File: src/rtl/dac_pkg.sv
// Shared definitions for the DAC serial transmitter: the FSM encoding, the
// DAC word width and the default rate parameters.
package dac_pkg;
  localparam int DAC_W             = 16;
  localparam int DEF_SCLK_DIV      = 4;
  localparam int DEF_SAMPLE_PERIOD = 200;

  typedef enum logic [1:0] {
    ST_IDLE  = 2'd0,
    ST_SHIFT = 2'd1,
    ST_HOLD  = 2'd2
  } state_t;
endpackage

File: src/rtl/dac_spi_tx_if.sv
// Sample input and DAC serial bus bundle. The waveform side drives en/wave
// (master); the transmitter drives the serial pins and status (slave).
interface dac_spi_tx_if;
  import dac_pkg::*;

  logic             en;
  logic [DAC_W-1:0] wave;
  logic             dac_cs_n;
  logic             dac_sclk;
  logic             dac_mosi;
  logic             busy;
  logic             frame_done;

  modport master (
    output en, wave,
    input  dac_cs_n, dac_sclk, dac_mosi, busy, frame_done
  );

  modport slave (
    input  en, wave,
    output dac_cs_n, dac_sclk, dac_mosi, busy, frame_done
  );
endinterface

File: src/rtl/sample_tick.sv
// Free-running period counter: counts 0..PERIOD-1 while enabled and flags
// the last count as a one-cycle tick. Disabling clears the count.
module sample_tick #(
  parameter int PERIOD = dac_pkg::DEF_SAMPLE_PERIOD
) (
  input  logic clk_i,
  input  logic rst_ni,
  input  logic en_i,
  output logic tick_o
);
  localparam int            CW   = (PERIOD > 1) ? $clog2(PERIOD) : 1;
  localparam logic [CW-1:0] LAST = CW'(PERIOD - 1);

  if (PERIOD < 1) begin : g_bad_period
    $error("sample_tick: PERIOD must be at least 1");
  end

  logic [CW-1:0] cnt_q, cnt_d;

  // Next count: hold at zero while disabled, wrap after the last count.
  always_comb begin
    cnt_d = cnt_q;
    if (!en_i)               cnt_d = '0;
    else if (cnt_q == LAST)  cnt_d = '0;
    else                     cnt_d = cnt_q + CW'(1);
  end

  // Count register with synchronous active-low reset.
  always_ff @(posedge clk_i) begin
    if (!rst_ni) cnt_q <= '0;
    else         cnt_q <= cnt_d;
  end

  assign tick_o = en_i && (cnt_q == LAST);
endmodule

File: src/rtl/dac_spi_tx.sv
// SPI mode-0 transmitter for a 16-bit DAC. Every sample tick captures the
// waveform word and shifts it out MSB first, then holds cs_n high for one
// SCLK half-period before the next frame may start. All outputs registered.
module dac_spi_tx
  import dac_pkg::*;
#(
  parameter int SCLK_DIV      = DEF_SCLK_DIV,
  parameter int SAMPLE_PERIOD = DEF_SAMPLE_PERIOD
) (
  input logic         clk,
  input logic         rst_n,
  dac_spi_tx_if.slave bus
);
  localparam logic [7:0] DIV_LAST = 8'(SCLK_DIV - 1);

  if (SCLK_DIV < 1 || SCLK_DIV > 255) begin : g_bad_div
    $error("dac_spi_tx: SCLK_DIV must be in 1..255");
  end
  if (SAMPLE_PERIOD < 33 * SCLK_DIV + 2) begin : g_bad_rate
    $error("dac_spi_tx: SAMPLE_PERIOD must be >= 33*SCLK_DIV+2");
  end

  logic             tick;
  state_t           state_q, state_d;
  logic [7:0]       div_q, div_d;
  logic [4:0]       bit_q, bit_d;
  logic [DAC_W-1:0] sh_q, sh_d;
  logic             cs_n_q, cs_n_d;
  logic             sclk_q, sclk_d;
  logic             mosi_q, mosi_d;
  logic             busy_q, busy_d;
  logic             done_q, done_d;

  // The MSB is presented on mosi at capture time; afterwards only the lower
  // bits feed the data line as they move up.
  logic unused_sh_msb;
  assign unused_sh_msb = sh_q[DAC_W-1];

  sample_tick #(.PERIOD(SAMPLE_PERIOD)) u_tick (
    .clk_i  (clk),
    .rst_ni (rst_n),
    .en_i   (bus.en),
    .tick_o (tick)
  );

  // Next-state and output logic; idle bus levels are the defaults.
  always_comb begin
    state_d = state_q;
    div_d   = div_q;
    bit_d   = bit_q;
    sh_d    = sh_q;
    cs_n_d  = 1'b1;
    sclk_d  = 1'b0;
    mosi_d  = 1'b0;
    busy_d  = 1'b0;
    done_d  = 1'b0;
    unique case (state_q)
      ST_IDLE: begin
        if (tick) begin
          state_d = ST_SHIFT;
          sh_d    = bus.wave;
          div_d   = '0;
          bit_d   = '0;
          cs_n_d  = 1'b0;
          busy_d  = 1'b1;
          mosi_d  = bus.wave[DAC_W-1];
        end
      end
      ST_SHIFT: begin
        cs_n_d = 1'b0;
        busy_d = 1'b1;
        sclk_d = sclk_q;
        mosi_d = mosi_q;
        if (div_q == DIV_LAST) begin
          div_d = '0;
          if (!sclk_q) begin
            sclk_d = 1'b1;
          end else begin
            // Falling edge: advance to the next bit, which the DAC samples
            // on the following rising edge.
            sclk_d = 1'b0;
            sh_d   = sh_q << 1;
            mosi_d = sh_q[DAC_W-2];
            bit_d  = bit_q + 5'd1;
            if (bit_q == 5'd15) begin
              state_d = ST_HOLD;
              cs_n_d  = 1'b1;
              mosi_d  = 1'b0;
            end
          end
        end else begin
          div_d = div_q + 8'd1;
        end
      end
      ST_HOLD: begin
        busy_d = 1'b1;
        if (div_q == DIV_LAST) begin
          state_d = ST_IDLE;
          div_d   = '0;
          busy_d  = 1'b0;
          done_d  = 1'b1;
        end else begin
          div_d = div_q + 8'd1;
        end
      end
      default: state_d = ST_IDLE;
    endcase
  end

  // State and output registers; reset aborts any frame without a done pulse.
  always_ff @(posedge clk) begin
    if (!rst_n) begin
      state_q <= ST_IDLE;
      div_q   <= '0;
      bit_q   <= '0;
      sh_q    <= '0;
      cs_n_q  <= 1'b1;
      sclk_q  <= 1'b0;
      mosi_q  <= 1'b0;
      busy_q  <= 1'b0;
      done_q  <= 1'b0;
    end else begin
      state_q <= state_d;
      div_q   <= div_d;
      bit_q   <= bit_d;
      sh_q    <= sh_d;
      cs_n_q  <= cs_n_d;
      sclk_q  <= sclk_d;
      mosi_q  <= mosi_d;
      busy_q  <= busy_d;
      done_q  <= done_d;
    end
  end

  assign bus.dac_cs_n   = cs_n_q;
  assign bus.dac_sclk   = sclk_q;
  assign bus.dac_mosi   = mosi_q;
  assign bus.busy       = busy_q;
  assign bus.frame_done = done_q;
endmodule

File: src/flat_wrapper.sv
// flat-port wrapper written by rule: the top's interface ports become plain ports
module dac_spi_tx_flat import dac_pkg::*;
#(
  parameter int SCLK_DIV      = DEF_SCLK_DIV,
  parameter int SAMPLE_PERIOD = DEF_SAMPLE_PERIOD
)
  (clk, rst_n, bus_en, bus_wave, bus_dac_cs_n, bus_dac_sclk, bus_dac_mosi, bus_busy, bus_frame_done);
  dac_spi_tx_if bus_i ();
  input logic clk;
  input logic rst_n;
  input wire logic [$bits(bus_i.en)-1:0] bus_en;
  input wire logic [$bits(bus_i.wave)-1:0] bus_wave;
  output wire logic [$bits(bus_i.dac_cs_n)-1:0] bus_dac_cs_n;
  output wire logic [$bits(bus_i.dac_sclk)-1:0] bus_dac_sclk;
  output wire logic [$bits(bus_i.dac_mosi)-1:0] bus_dac_mosi;
  output wire logic [$bits(bus_i.busy)-1:0] bus_busy;
  output wire logic [$bits(bus_i.frame_done)-1:0] bus_frame_done;
  assign bus_i.en = bus_en;
  assign bus_i.wave = bus_wave;
  assign bus_dac_cs_n = bus_i.dac_cs_n;
  assign bus_dac_sclk = bus_i.dac_sclk;
  assign bus_dac_mosi = bus_i.dac_mosi;
  assign bus_busy = bus_i.busy;
  assign bus_frame_done = bus_i.frame_done;
  dac_spi_tx #(.SCLK_DIV(SCLK_DIV), .SAMPLE_PERIOD(SAMPLE_PERIOD)) u_core (.clk(clk), .rst_n(rst_n), .bus(bus_i));
endmodule
File: config.mk
export PLATFORM = sky130hd
export DESIGN_NAME = dac_spi_tx_flat
export DESIGN_NICKNAME = d
export VERILOG_FILES = /design/src/rtl/dac_pkg.sv /design/src/rtl/dac_spi_tx_if.sv /design/src/rtl/sample_tick.sv /design/src/rtl/dac_spi_tx.sv /design/src/flat_wrapper.sv
export SDC_FILE = /design/constraint.sdc
export NUM_CORES = 1
export LEC_CHECK = 0
export ABC_AREA = 1
export ABC_CLOCK_PERIOD_IN_PS = 2150
export CORE_MARGIN = 4
export CORE_UTILIZATION = 55
export DETAILED_ROUTE_END_ITERATION = 8
export GPL_ROUTABILITY_DRIVEN = 0
export PLACE_DENSITY = 0.78
export SYNTH_ARGS = -nofsm -noshare
export SYNTH_HDL_FRONTEND = slang
export SYNTH_SLANG_ARGS = --single-unit
File: constraint.sdc
create_clock -name clk -period 2.15 [get_ports clk]
set_input_delay 0.215 -clock clk [delete_from_list [all_inputs] [get_ports clk]]
set_output_delay 0.215 -clock clk [all_outputs]
set_load 0.1 [all_outputs]
==> results.py <==
metrics = {
    "outcome": {
        "status": "complete, no violations",
    },
    "floorplan": {
        "dieArea_sq_um": 5230,
        "io_pins": 24,
        "start_util": 0.568,
        "die_w_um": 72.3,
        "rows": 23,
        "coreArea_sq_um": 4000,
        "die_y_um": 72.3,
    },
    "route": {
        "postRouteAntennaNets": 0,
        "drt_iter0_drc": 96,
        "drt-vias-per-instance": 4.90,
        "route.detailed.drc": 0,
        "vias": 2052,
        "routed_wl_um": 4510,
        "drt-wirelength-per-cell_um": 10.8,
        "dr.pass1.iters": 4,
    },
    "timing": {
        "finalSetupTns_ns": 0,
        "relSlewSlack": 0.750,
        "skew_ns": 0.00339,
        "report.final.slew_viol_count": 0,
        "tightest_slew_ns": 0.375,
        "rsz0062_at_grt": "false",
        "setup_viol": 0,
        "hold_viol_final": 0,
        "post-route-period-util": 0.845,
        "period_minus_slack_ns": 1.82,
        "max_clock_freq_mhz": 550,
    },
    "synth": {
        "synth_fp_nets": 373,
        "synth-simple-area-share": 0.370,
        "ys_seq_area_frac": 0.379,
        "muxShareOfSynthArea": 0,
        "synth-seq-cells": 43,
        "ys_warn_count": 0,
        "yosysUniqueCellTypes": 29,
        "syn_area_sq_um": 2270,
        "synth-xor-area-share": 0.00771,
        "synth_top_family_by_area": "simple AND/OR/NAND/NOR gates",
        "synth-compound-area-share": 0.0991,
        "synth-adder-area-share": 0.0440,
        "synth_area_per_cell_sq_um": 6.57,
        "postSynthCellCount": 346,
    },
    "placed_design": {
        "io_buffers": 23,
        "dpl.hpwl_um": 3230,
    },
    "critical_path": {
        "crit_family": "simple AND/OR/NAND/NOR gates",
        "cpMostUsedCell": "nor2_1",
        "crit_path_end_kind": "register",
        "crit_buf_inv": 0,
        "critPathKind": "reg2reg",
        "crit_slowest_cell": "dfxtp_1",
        "path_cells": "ha_1, nand3_1, nor2_2, nand2_2, nand2_4, nand3_4, nor2_1, nor2_1",
        "start_kind": "register",
        "critPathArrivalTime_ns": 2.00,
        "slowest_delay_ns": 0.38,
        "crit_fanout": 36,
        "crit_required_ns": 2.34,
    },
    "clock_network": {
        "clock-sinks": 43,
        "cts_resized": 0,
        "numCtsBuffers": 5,
        "cts.path.max_buffers": 2,
        "cts_setup_buffers": 0,
        "ctsHoldBuffers": 0,
        "htree_levels": 2,
        "cts_tree": "yes",
        "clk_latency_ns": 0.29,
        "clk_pin_slew_ns": 0.08,
        "clock-root-buffer": "clkbuf_8",
    },
    "layout": {
        "nets": 395,
        "final_util": 0.648,
        "multi_input_area_sq_um": 1180,
        "area.growth.synth_to_final_pct": 14.0,
        "n_antenna_cell": 0,
        "drive_above_1_share": 0.0678,
        "mostFrequentLayoutCell": "nand2_1",
        "mostFrequentLayoutCells": "nand2_1, nor2_1, dfxtp_1",
        "regArea_sq_um": 861,
        "nFillCells": 380,
    },
    "global_route": {
        "grt_pass1_vias": 1751,
        "overflow": 0,
        "antenna_found_initial": 0,
        "grt_pass1_wl_um": 7530,
        "track_usage": 0.180,
        "grt_max_degree": 37,
    },
    "power": {
        "p_per_area_nw_per_um2": 525,
        "total_power_uw": 1360,
        "p_leak_uw": 0.00115,
        "worst_ir_drop_vdd_mv": 0.358,
    },
    "run": {
        "maxCapViolations": 0,
    },
    "min_path": {
        "min_path_type": "reg2reg",
    },
}
==> final cells by class <==
type	count	share of cell area
inverter	43	0.0623
tap	50	0.0241
sequential	43	0.332
clock inverter	1	0.00193
clock buffer	7	0.0295
timing repair buffer	26	0.0927
multi-input combinational	249	0.457
==> worst min-delay path: stages, from the launching register on <==
cell and delay, ns:
dfxtp_1 0.32, nand2_1 0.06, a21oi_1 0.05
==> power breakdown <==
part / internal, uW / total [uW] / switching [uW]
Clock: 228 / 498 / 269
Sequential: 797 / 799 / 1.35
Combinational: 37.6 / 65.1 / 27.6
==> routing by layer <==
layer | track usage | share of wire | vias to the layer above
met2 | 0.287 | 0.46 | 29
met5 | 0 | 0 | -
li1 | - | - | 1126
met4 | 0.0689 | 0.010 | 0
met3 | 0.0429 | 0.037 | 5
met1 | 0.236 | 0.50 | 892
==> registers in the layout, indices dropped and copies added, names as in the netlist <==
signal	flops
u_core.sh_q	15
u_core.div_q	8
u_core.u_tick.cnt_q	8
u_core.bit_q	5
u_core.state_q	2
u_core.bus.busy	1
u_core.bus.dac_cs_n	1
u_core.bus.dac_mosi	1
u_core.bus.dac_sclk	1
u_core.bus.frame_done	1
==> stage by stage <==
step | worst slack [ns] | instance area [sq um] | hold slack [ns] | instances
after floorplan | 0.349 | 2270 | 0.357 | 346
after global placement | 0.410 | 2510 | 0.430 | 411
after detailed placement | 0.357 | 2510 | 0.450 | 411
after CTS | 0.352 | 2590 | 0.461 | 419
after global routing | 0.130 | 2590 | 0.474 | 419
final | 0.333 | 2590 | 0.470 | 419
==> path summary, 6_finish.rpt <==
check,from,to,slack [ns],cells past startpoint
worst max-delay path,u_core.div_q[0]$_SDFFE_PN0P_,u_core.sh_q[5]$_SDFFE_PN0P_,0.33,8
worst min-delay path,u_core.sh_q[13]$_SDFFE_PN0P_,u_core.sh_q[13]$_SDFFE_PN0P_,0.47,2
worst max register to register,u_core.div_q[0]$_SDFFE_PN0P_,u_core.sh_q[5]$_SDFFE_PN0P_,0.33,8
worst min register to register,u_core.sh_q[13]$_SDFFE_PN0P_,u_core.sh_q[13]$_SDFFE_PN0P_,0.47,2
==> cell usage after synthesis <==
library cell   n  share of area
a211oi_1       1         0.0033
a21oi_1       19          0.042
a31oi_1        2         0.0055
buf_2          5          0.011
buf_4          1         0.0033
buf_6          2         0.0099
clkbuf_1       3         0.0050
clkinv_1       1         0.0016
dfxtp_1       43           0.38
ha_1           8          0.044
inv_1         41          0.068
inv_2          1         0.0016
nand2_1       98           0.16
nand2_2        2         0.0055
nand2_4        2         0.0099
nand3_1       17          0.037
nand3_4        1         0.0077
nand3b_1       1         0.0033
nand4_1        8          0.022
nor2_1        60          0.099
nor2_2         1         0.0028
nor3_1         1         0.0022
nor3b_1        4          0.013
o21a_1         1         0.0033
o21ai_0       17          0.037
o21ai_2        2         0.0077
or2_2          2         0.0055
xnor2_1        1         0.0039
xor2_1         1         0.0039
==> cells by family after synthesis <==
family,Yosys count
flops,43
buf+inv,54
simple gates,197
xor+xnor,2
compound gates,42
fa+ha+maj,8
No activity file was read; power rests on OpenSTA's default activity.
